--- config.mk ---
export PLATFORM = sky130hd
export DESIGN_NAME = tm1637_frame_sequencer
export DESIGN_NICKNAME = d
export VERILOG_FILES = /design/src/rtl/tm1637_frame_sequencer.sv
export SDC_FILE = /design/constraint.sdc
export NUM_CORES = 1
export LEC_CHECK = 0
export ABC_AREA = 1
export BUFFER_PORTS_ARGS = -buffer_cell sky130_fd_sc_hd__buf_2
export CAP_MARGIN = 5
export CORE_MARGIN = 3
export CORE_UTILIZATION = 55
export CTS_CLUSTER_SIZE = 40
export DETAILED_ROUTE_END_ITERATION = 7
export PLACE_DENSITY = 0.79
export SLEW_MARGIN = 5
export SYNTH_ARGS = -nofsm -noshare
export SYNTH_HDL_FRONTEND = slang
export SYNTH_SLANG_ARGS = --single-unit
--- constraint.sdc ---
create_clock -name clk -period 2.6 [get_ports clk]
set_clock_uncertainty 0.2 [all_clocks]
set_input_delay 0.52 -clock clk [delete_from_list [all_inputs] [get_ports clk]]
set_output_delay 0.52 -clock clk [all_outputs]
set_load 0.1 [all_outputs]
--- src/rtl/tm1637_frame_sequencer.sv ---
// tm1637_frame_sequencer: runs one full TM1637 refresh (data command,
// address + segment data, display control) as START/BYTE/STOP operations
// offered to the byte-level DIO transmitter over valid/ready/done.
module tm1637_frame_sequencer #(
  parameter int          NUM_DIGITS     = 4,
  parameter logic [23:0] REFRESH_PERIOD = 24'd0
) (
  input  logic                    clk,
  input  logic                    rst,
  input  logic [8*NUM_DIGITS-1:0] digit_data,
  input  logic [2:0]              brightness,
  input  logic                    display_on,
  input  logic                    update,
  output logic                    busy,
  output logic                    done,
  output logic                    ack_err,
  output logic [1:0]              phy_cmd,
  output logic [7:0]              phy_data,
  output logic                    phy_valid,
  input  logic                    phy_ready,
  input  logic                    phy_done,
  input  logic                    phy_nak
);
  typedef enum logic [3:0] {
    IDLE, F1_START, F1_CMD, F1_STOP, F2_START, F2_ADDR, F2_DATA, F2_STOP,
    F3_START, F3_CTRL, F3_STOP, DONE
  } state_t;

  localparam logic [1:0] CMD_BYTE  = 2'b00;
  localparam logic [1:0] CMD_START = 2'b01;
  localparam logic [1:0] CMD_STOP  = 2'b10;
  localparam logic [2:0] LAST_IDX  = 3'(NUM_DIGITS - 1);

  state_t                     state, nxt_state;
  logic                       waiting;        // 0 = offering op, 1 = waiting for phy_done
  logic [2:0]                 idx, nxt_idx;
  logic [NUM_DIGITS-1:0][7:0] digits_q;
  logic [7:0][7:0]            digit_tbl;
  logic [2:0]                 bright_q;
  logic                       on_q;
  logic                       pending;
  logic [23:0]                rf_cnt;
  logic                       rf_tick, start, is_byte;
  logic [1:0]                 nxt_cmd;
  logic [7:0]                 nxt_data;

  // Pad the snapshot to 8 entries so the 3-bit index never selects past it
  for (genvar g = 0; g < 8; g++) begin : g_tbl
    if (g < NUM_DIGITS) begin : g_real
      assign digit_tbl[g] = digits_q[g];
    end else begin : g_pad
      assign digit_tbl[g] = 8'h00;
    end
  end

  assign rf_tick = (REFRESH_PERIOD != 24'd0) && (rf_cnt == REFRESH_PERIOD - 24'd1);
  assign start   = (state == IDLE) && (update || pending || rf_tick);

  // Successor of the current op once its phy_done arrives, plus that op's cmd/byte
  always_comb begin
    is_byte   = (state == F1_CMD) || (state == F2_ADDR) ||
                (state == F2_DATA) || (state == F3_CTRL);
    nxt_state = state;
    nxt_idx   = idx;
    case (state)
      F1_START: nxt_state = F1_CMD;
      F1_CMD:   nxt_state = F1_STOP;
      F1_STOP:  nxt_state = ack_err ? DONE : F2_START;
      F2_START: nxt_state = F2_ADDR;
      F2_ADDR: begin
        nxt_state = phy_nak ? F2_STOP : F2_DATA;
        nxt_idx   = 3'd0;
      end
      F2_DATA: begin
        if (phy_nak || idx == LAST_IDX) nxt_state = F2_STOP;
        else                            nxt_idx   = idx + 3'd1;
      end
      F2_STOP:  nxt_state = ack_err ? DONE : F3_START;
      F3_START: nxt_state = F3_CTRL;
      F3_CTRL:  nxt_state = F3_STOP;
      F3_STOP:  nxt_state = DONE;
      default:  nxt_state = state;
    endcase

    nxt_cmd  = CMD_BYTE;
    nxt_data = 8'h00;
    case (nxt_state)
      F1_START, F2_START, F3_START: nxt_cmd = CMD_START;
      F1_STOP, F2_STOP, F3_STOP:    nxt_cmd = CMD_STOP;
      F1_CMD:  nxt_data = 8'h40;
      F2_ADDR: nxt_data = 8'hC0;
      F2_DATA: nxt_data = digit_tbl[nxt_idx];
      F3_CTRL: nxt_data = on_q ? {5'b10001, bright_q} : 8'h80;
      default: nxt_data = 8'h00;
    endcase
  end

  // Refresh FSM: ISSUE/WAIT handshake per op, snapshot, pending and auto-refresh
  always_ff @(posedge clk or posedge rst) begin
    if (rst) begin
      state     <= IDLE;
      waiting   <= 1'b0;
      idx       <= 3'd0;
      digits_q  <= '0;
      bright_q  <= 3'd0;
      on_q      <= 1'b0;
      pending   <= 1'b0;
      rf_cnt    <= 24'd0;
      busy      <= 1'b0;
      done      <= 1'b0;
      ack_err   <= 1'b0;
      phy_cmd   <= CMD_BYTE;
      phy_data  <= 8'h00;
      phy_valid <= 1'b0;
    end else begin
      done <= 1'b0;
      if (update && state != IDLE) pending <= 1'b1;
      case (state)
        IDLE: begin
          if (start) begin
            digits_q  <= digit_data;
            bright_q  <= brightness;
            on_q      <= display_on;
            ack_err   <= 1'b0;
            pending   <= 1'b0;
            rf_cnt    <= 24'd0;
            idx       <= 3'd0;
            waiting   <= 1'b0;
            state     <= F1_START;
            busy      <= 1'b1;
            phy_valid <= 1'b1;
            phy_cmd   <= CMD_START;
            phy_data  <= 8'h00;
          end else begin
            rf_cnt <= rf_cnt + 24'd1;
          end
        end
        DONE: state <= IDLE;
        default: begin
          if (!waiting) begin
            if (phy_valid && phy_ready) begin
              phy_valid <= 1'b0;
              waiting   <= 1'b1;
            end
          end else if (phy_done) begin
            waiting  <= 1'b0;
            state    <= nxt_state;
            idx      <= nxt_idx;
            phy_cmd  <= nxt_cmd;
            phy_data <= nxt_data;
            if (is_byte && phy_nak) ack_err <= 1'b1;
            if (nxt_state == DONE) begin
              busy <= 1'b0;
              done <= 1'b1;
            end else begin
              phy_valid <= 1'b1;
            end
          end
        end
      endcase
    end
  end
endmodule
# == Yosys cells after proc, flatten, opt, wreduce, memory -nomap -nowiden ==
# Index checks and enable logic that the tools add are counted.
# Widths: inputs -> output; s select.
# totals
mem_bits_ro,0
latchBits,0
ff_bits,59
ram_bits,0
mem_count,0
out_inout_bits,14
in_bits,42
wordCells,127
# op_classes
muxes,54
addsub,1
bitwise_logic,1
magnitude_cmp,1
n_reduce_logical,28
n_mul,0
eq_ne,26
n_shift,0
n_div,0
# ops
cell,count
$pmux 4 s10,1
$eq 4x3->1 const B,8
$eq 4x4->1 const B,8
$mux 8,4
$pmux 8 s4,1
$bmux 8 s3,1
$mux 4,6
$mux 1,23
$eq 4x2->1 const B,4
$pmux 8 s2,1
$reduce_and 5->1,3
$mux 3,4
$pmux 3 s2,2
$reduce_bool 3->1,3
$eq 4x1->1 const B,2
$mux 2,4
$pmux 1 s2,4
$pmux 2 s2,2
$pmux 4 s2,1
$reduce_bool 2->1,4
$reduce_or 3->1,2
$logic_or 1x1->1,5
$logic_and 1x1->1,4
$logic_not 4->1,1
other kinds (12),13

# == Depth between registers and ports, before layout ==
# depth
word_depth,10
depth_mapped,14
ltp_nobuf,14

# == Least setup slack after synthesis ==
# Ideal clock, no wire load.
# synth_timing
path_type,register to register
startpoint,reg ack_err
endpoint,reg phy_data[7]
required_ns,2.280
n_path_buf,0
setup_time_ns,0.120
stages_incl_launch_ff,10
period_less_slack_ns,2.181
path_slack_ns,0.419
arrival_ns,1.861
path_cell_list,dfrtp_1 > inv_1 > a21oi_1 > nor3_1 > nor2_1 > or2_2 > nand2_1 > nand2_1 > nand2_1 > nand2_1
# synth_via
elab_chain_cells,7
elab_cells_between_ends,11
cone_classes,eq/ne: 4; mux: 7
# synth_rtl
element,line_no,source
from (decl),16,"output logic ack_err,"
from (signal assigned),111,ack_err <= 1'b0;
from (signal assigned),124,ack_err <= 1'b0;
from (signal assigned),151,if (is_byte && phy_nak) ack_err <= 1'b1;
$mux 2 / $mux 4 (equally long branches),"78, 68",
$pmux 4 s10 (*),65,case (state)
"$eq 4x4->1, or another cell as far along",87,case (nxt_state)
$pmux 8 s4 (*),87,
$mux 8 (*),145,end else if (phy_done) begin
$mux 8 (*),140,if (!waiting) begin
$pmux 8 s2 (*),118,case (state)
to (signal assigned),150,phy_data <= nxt_data;
to (decl),18,"output logic [7:0] phy_data,"
# Every way passes the cells marked *; elsewhere a longest branch is shown, timed or not. The select of a mux whose other input is x is not followed.
# A chain may end at the register's enable or synchronous reset.

# == Worst setup path after layout ==
# layout_timing
startpoint,reg idx[0]
endpoint,reg phy_data[0]
# layout_via
elab_chain_cells,10
elab_cells_between_ends,17
cone_classes,add/sub: 1; eq/ne: 5; mux: 10; reduce/logical: 1
# layout_rtl
element,line_no,source
from (decl),36,"logic [2:0] idx, nxt_idx;"
from (signal assigned),148,idx <= nxt_idx;
"parallel branches: the longest is 6 deep, another holds $add 3x1->3",-,
$pmux 8 s4 (*),87,
$mux 8 (*),145,
$mux 8 (*),140,
$pmux 8 s2 (*),118,
# Mark *: on every way between the ends. The select of a mux whose other input is x is not followed.

==> impl_metrics.json <==
{
  "dr.pass1.iters": 5,
  "clk_latency_ns": 0.34,
  "leakage_uw": 0.002001,
  "pin_count": 56,
  "reg2reg_to": "phy_data[0]",
  "ys_ff_latch": 59,
  "power.total_uw": 4647,
  "track_usage_pct": 23.69,
  "core.rowCount": 27,
  "timing.max_cap.violations": 0,
  "nFillCells": 492,
  "area_delta_synth_final_pct": 16.90,
  "drive_above_1_share_pct": 22.55,
  "first_iter_violations": 175,
  "period_minus_slack_ns": 2.318,
  "nNetsFinal": 518,
  "vias": 2909,
  "yosysTopAreaCellShare_pct": 46.26,
  "hold_path.class": "input port to asynchronous set/reset pin",
  "start_util_pct": 57.26,
  "post-cts-setup-buffers": 0,
  "clkTransAtPathRegs_ns": 0.07,
  "rr_worst_depth": 14,
  "startpoint_type": "register",
  "routed_wl_microns": 7371,
  "portBuffers": 55,
  "finalCritPeriodShare_pct": 89.16,
  "die_y_microns": 82.18,
  "syn_nets": 463,
  "critical_path_class": "register to register",
  "critPathTopFamily": "simple AND/OR/NAND/NOR gates",
  "antenna_found_initial": 0,
  "die_area_sq_mm": 0.006754,
  "ant_nets": 0,
  "slew_headroom_pct": 66.13,
  "netlist_instances": 419,
  "cts_sinks": 59,
  "cp_num_buf_inv": 1,
  "wl_per_cell_microns": 13.38,
  "core_sq_mm": 0.005574,
  "crit_required_ns": 2.63,
  "worstPathMaxFanout": 10,
  "grt_first_pass_wirelength_microns": 12210,
  "critPathCaptureType": "register",
  "crit_top_cell": "nand2_1",
  "yosysUniqueCellTypes": 36,
  "status": "complete, no violations",
  "via_per_inst": 5.279,
  "avgSynthCellArea_sq_um": 7.618,
  "drv_slew": 0,
  "p_per_area_mw_per_mm2": 1245,
  "routabilityCongestion": 0.9295,
  "grt_max_degree": 65,
  "path_cells": "ha_1, ha_1, nor2_2, nand2_1, o21ai_0, nand2_1, o21ai_2, inv_2, nand3_1, nand2_1, nand2_1, nand2_1, nand2_1, nand2_1",
  "hold_viol": 0,
  "yosysTopAreaCell": "dfrtp_1",
  "synth_ff_type": "dfrtp_1",
  "worst_pin_slew_ns": 0.5080,
  "netlist_top_cells_area": "dfrtp_1, nand2_1, nand3_1, inv_1, o21ai_0",
  "grt_pass1_vias": 2744,
  "n_antenna_cell": 0,
  "ff2ff_setup_slack_ns": 0.28,
  "ys_seq_area_share_pct": 46.26,
  "cp.arrival_ns": 2.35,
  "drc_errors": 0,
  "max_freq_ghz": 0.4314,
  "ir_worst_vdd_uv": 741.1,
  "grt-ovfl-total": 0,
  "hpwlAfterDp_microns": 5473,
  "cts_root_buf": "clkbuf_8",
  "die_w_microns": 82.18,
  "slowest_delay_ns": 0.42,
  "r2r_start": "idx[0]",
  "setup_violations": 0,
  "slowest_stage": "dfrtp_1",
  "async_flop_share_pct": 100.0,
  "numCtsBuffers": 9,
  "rsz0062_at_grt": "false",
  "htree_num_levels": 3,
  "synth_warnings": 0,
  "synth_area_sq_mm": 0.003192,
  "cts_tree": "yes",
  "synth_edf_count": 0,
  "finalSetupTns_ns": 0,
  "cts_max_path_buffers": 2
}
per-stage QoR:
step           setup slack, ns  area (sq um)  util [%]  hold WS, ns  instances
2_1_floorplan           0.4195          3192         -       0.2367        419
6_report                0.2819          3731     66.94      0.03601        551
4_1_cts                 0.2058          3729     66.89      0.04817        551
5_1_grt                0.09127          3731     66.94      0.05674        551
3_3_place_gp            0.3444          3501     62.81       0.2578        535
3_5_place_dp            0.2371          3501     62.81       0.2614        535
layout make-up:
type	count	area (sq um)	share of cell area, %
well taps	72	90.09	2.414
flip-flops and latches	59	1476	39.57
multi-input cells	289	1410	37.79
repair buffers	58	310.3	8.317
clock buffers	12	155.1	4.158
clock inverters	4	72.57	1.945
inverters	57	216.5	5.801
repair_timing:
action                     4_1_cts  5_1_grt
hold buffers                     0        0
setup endpoints to repair        0        2
gates resized for setup          0        1
hold endpoints to repair         0        0
flip-flops by register name, indices dropped and copies added (netlist names):
| name | flops |
|---|---|
| phy_cmd | 2 |
| waiting | 1 |
| phy_data | 8 |
| pending | 1 |
| busy | 1 |
| ack_err | 1 |
| idx | 3 |
| on_q | 1 |
| done | 1 |
| state | 4 |
| digit_tbl | 32 |
| phy_valid | 1 |
| bright_q | 3 |
routing by layer:
layer	track usage (%)	vias to the layer above	share of wire, %	routed length [microns]
li1	-	1436	-	-
met1	31.83	1367	45	3343
met2	37.02	92	47	3486
met3	6.399	14	5.8	431
met4	8.140	0	1.5	110
met5	0	-	0	0
kinds of logic after synthesis:
kind of cell             Yosys count  share of synthesized area, %
AND/OR/NAND/NOR                  226                         32.18
buffers and inverters             71                         9.878
AO/OA/AOI/OAI                     61                         10.90
flip-flops                        59                         46.26
adder cells (fa/ha/maj)            2                        0.7839
cells in the final DEF (no fill, tap or decap), types with 2 or more instances in the layout:
cell type,synthesis,layout
bufinv_16,0,2
a31oi_1,3,3
nor2_1,14,12
nand2_4,2,2
o21ai_0,36,36
o21ai_1,2,2
nand3_2,3,3
nand2_1,143,143
buf_2,4,55
nor3_1,3,3
inv_1,51,50
a21oi_1,6,6
o211ai_1,4,4
clkbuf_8,0,11
buf_4,3,2
nand4_1,3,3
nand2_2,9,9
ha_1,2,2
dfrtp_1,59,59
nand3_1,39,39
inv_2,4,5
nor2_4,2,3
nor2_2,4,5
o22ai_1,4,4
synth_stat cells, types with 2 or more instances:
| master | instances |
|---|---|
| nand2_1 | 143 |
| dfrtp_1 | 59 |
| inv_1 | 51 |
| nand3_1 | 39 |
| o21ai_0 | 36 |
| nor2_1 | 14 |
| nand2_2 | 9 |
| a21oi_1 | 6 |
| buf_2 | 4 |
| buf_6 | 4 |
| inv_2 | 4 |
| nor2_2 | 4 |
| o211ai_1 | 4 |
| o22ai_1 | 4 |
| a31oi_1 | 3 |
| buf_4 | 3 |
| clkbuf_1 | 3 |
| nand3_2 | 3 |
| nand4_1 | 3 |
| nor3_1 | 3 |
| ha_1 | 2 |
| nand2_4 | 2 |
| nor2_4 | 2 |
| o21ai_1 | 2 |
worst reg2reg max path, stage by stage, from the launching register on:
cell	delay (ns)
dfrtp_1	0.42
ha_1	0.22
ha_1	0.20
nor2_2	0.22
nand2_1	0.08
o21ai_0	0.08
nand2_1	0.09
o21ai_2	0.14
inv_2	0.16
nand3_1	0.12
nand2_1	0.06
nand2_1	0.06
nand2_1	0.05
nand2_1	0.05
nand2_1	0.05
where the power goes:
part / internal, uW / switching [uW]
sequential: 1290 / 205
combinational: 583 / 1610
clock: 591 / 365
total: 2470 / 2180
how the worst max path moves through the flow:
stage	to	depth (start not counted)	from
global placement	phy_data[3]	14	idx[0]
finish	phy_data[0]	14	idx[0]
floorplan	ack_err	1	rst
detailed placement	phy_data[0]	14	idx[0]
CTS	phy_data[0]	14	idx[0]
global route	phy_data[0]	14	idx[0]
Note: power is estimated with default switching activity, not from simulation.
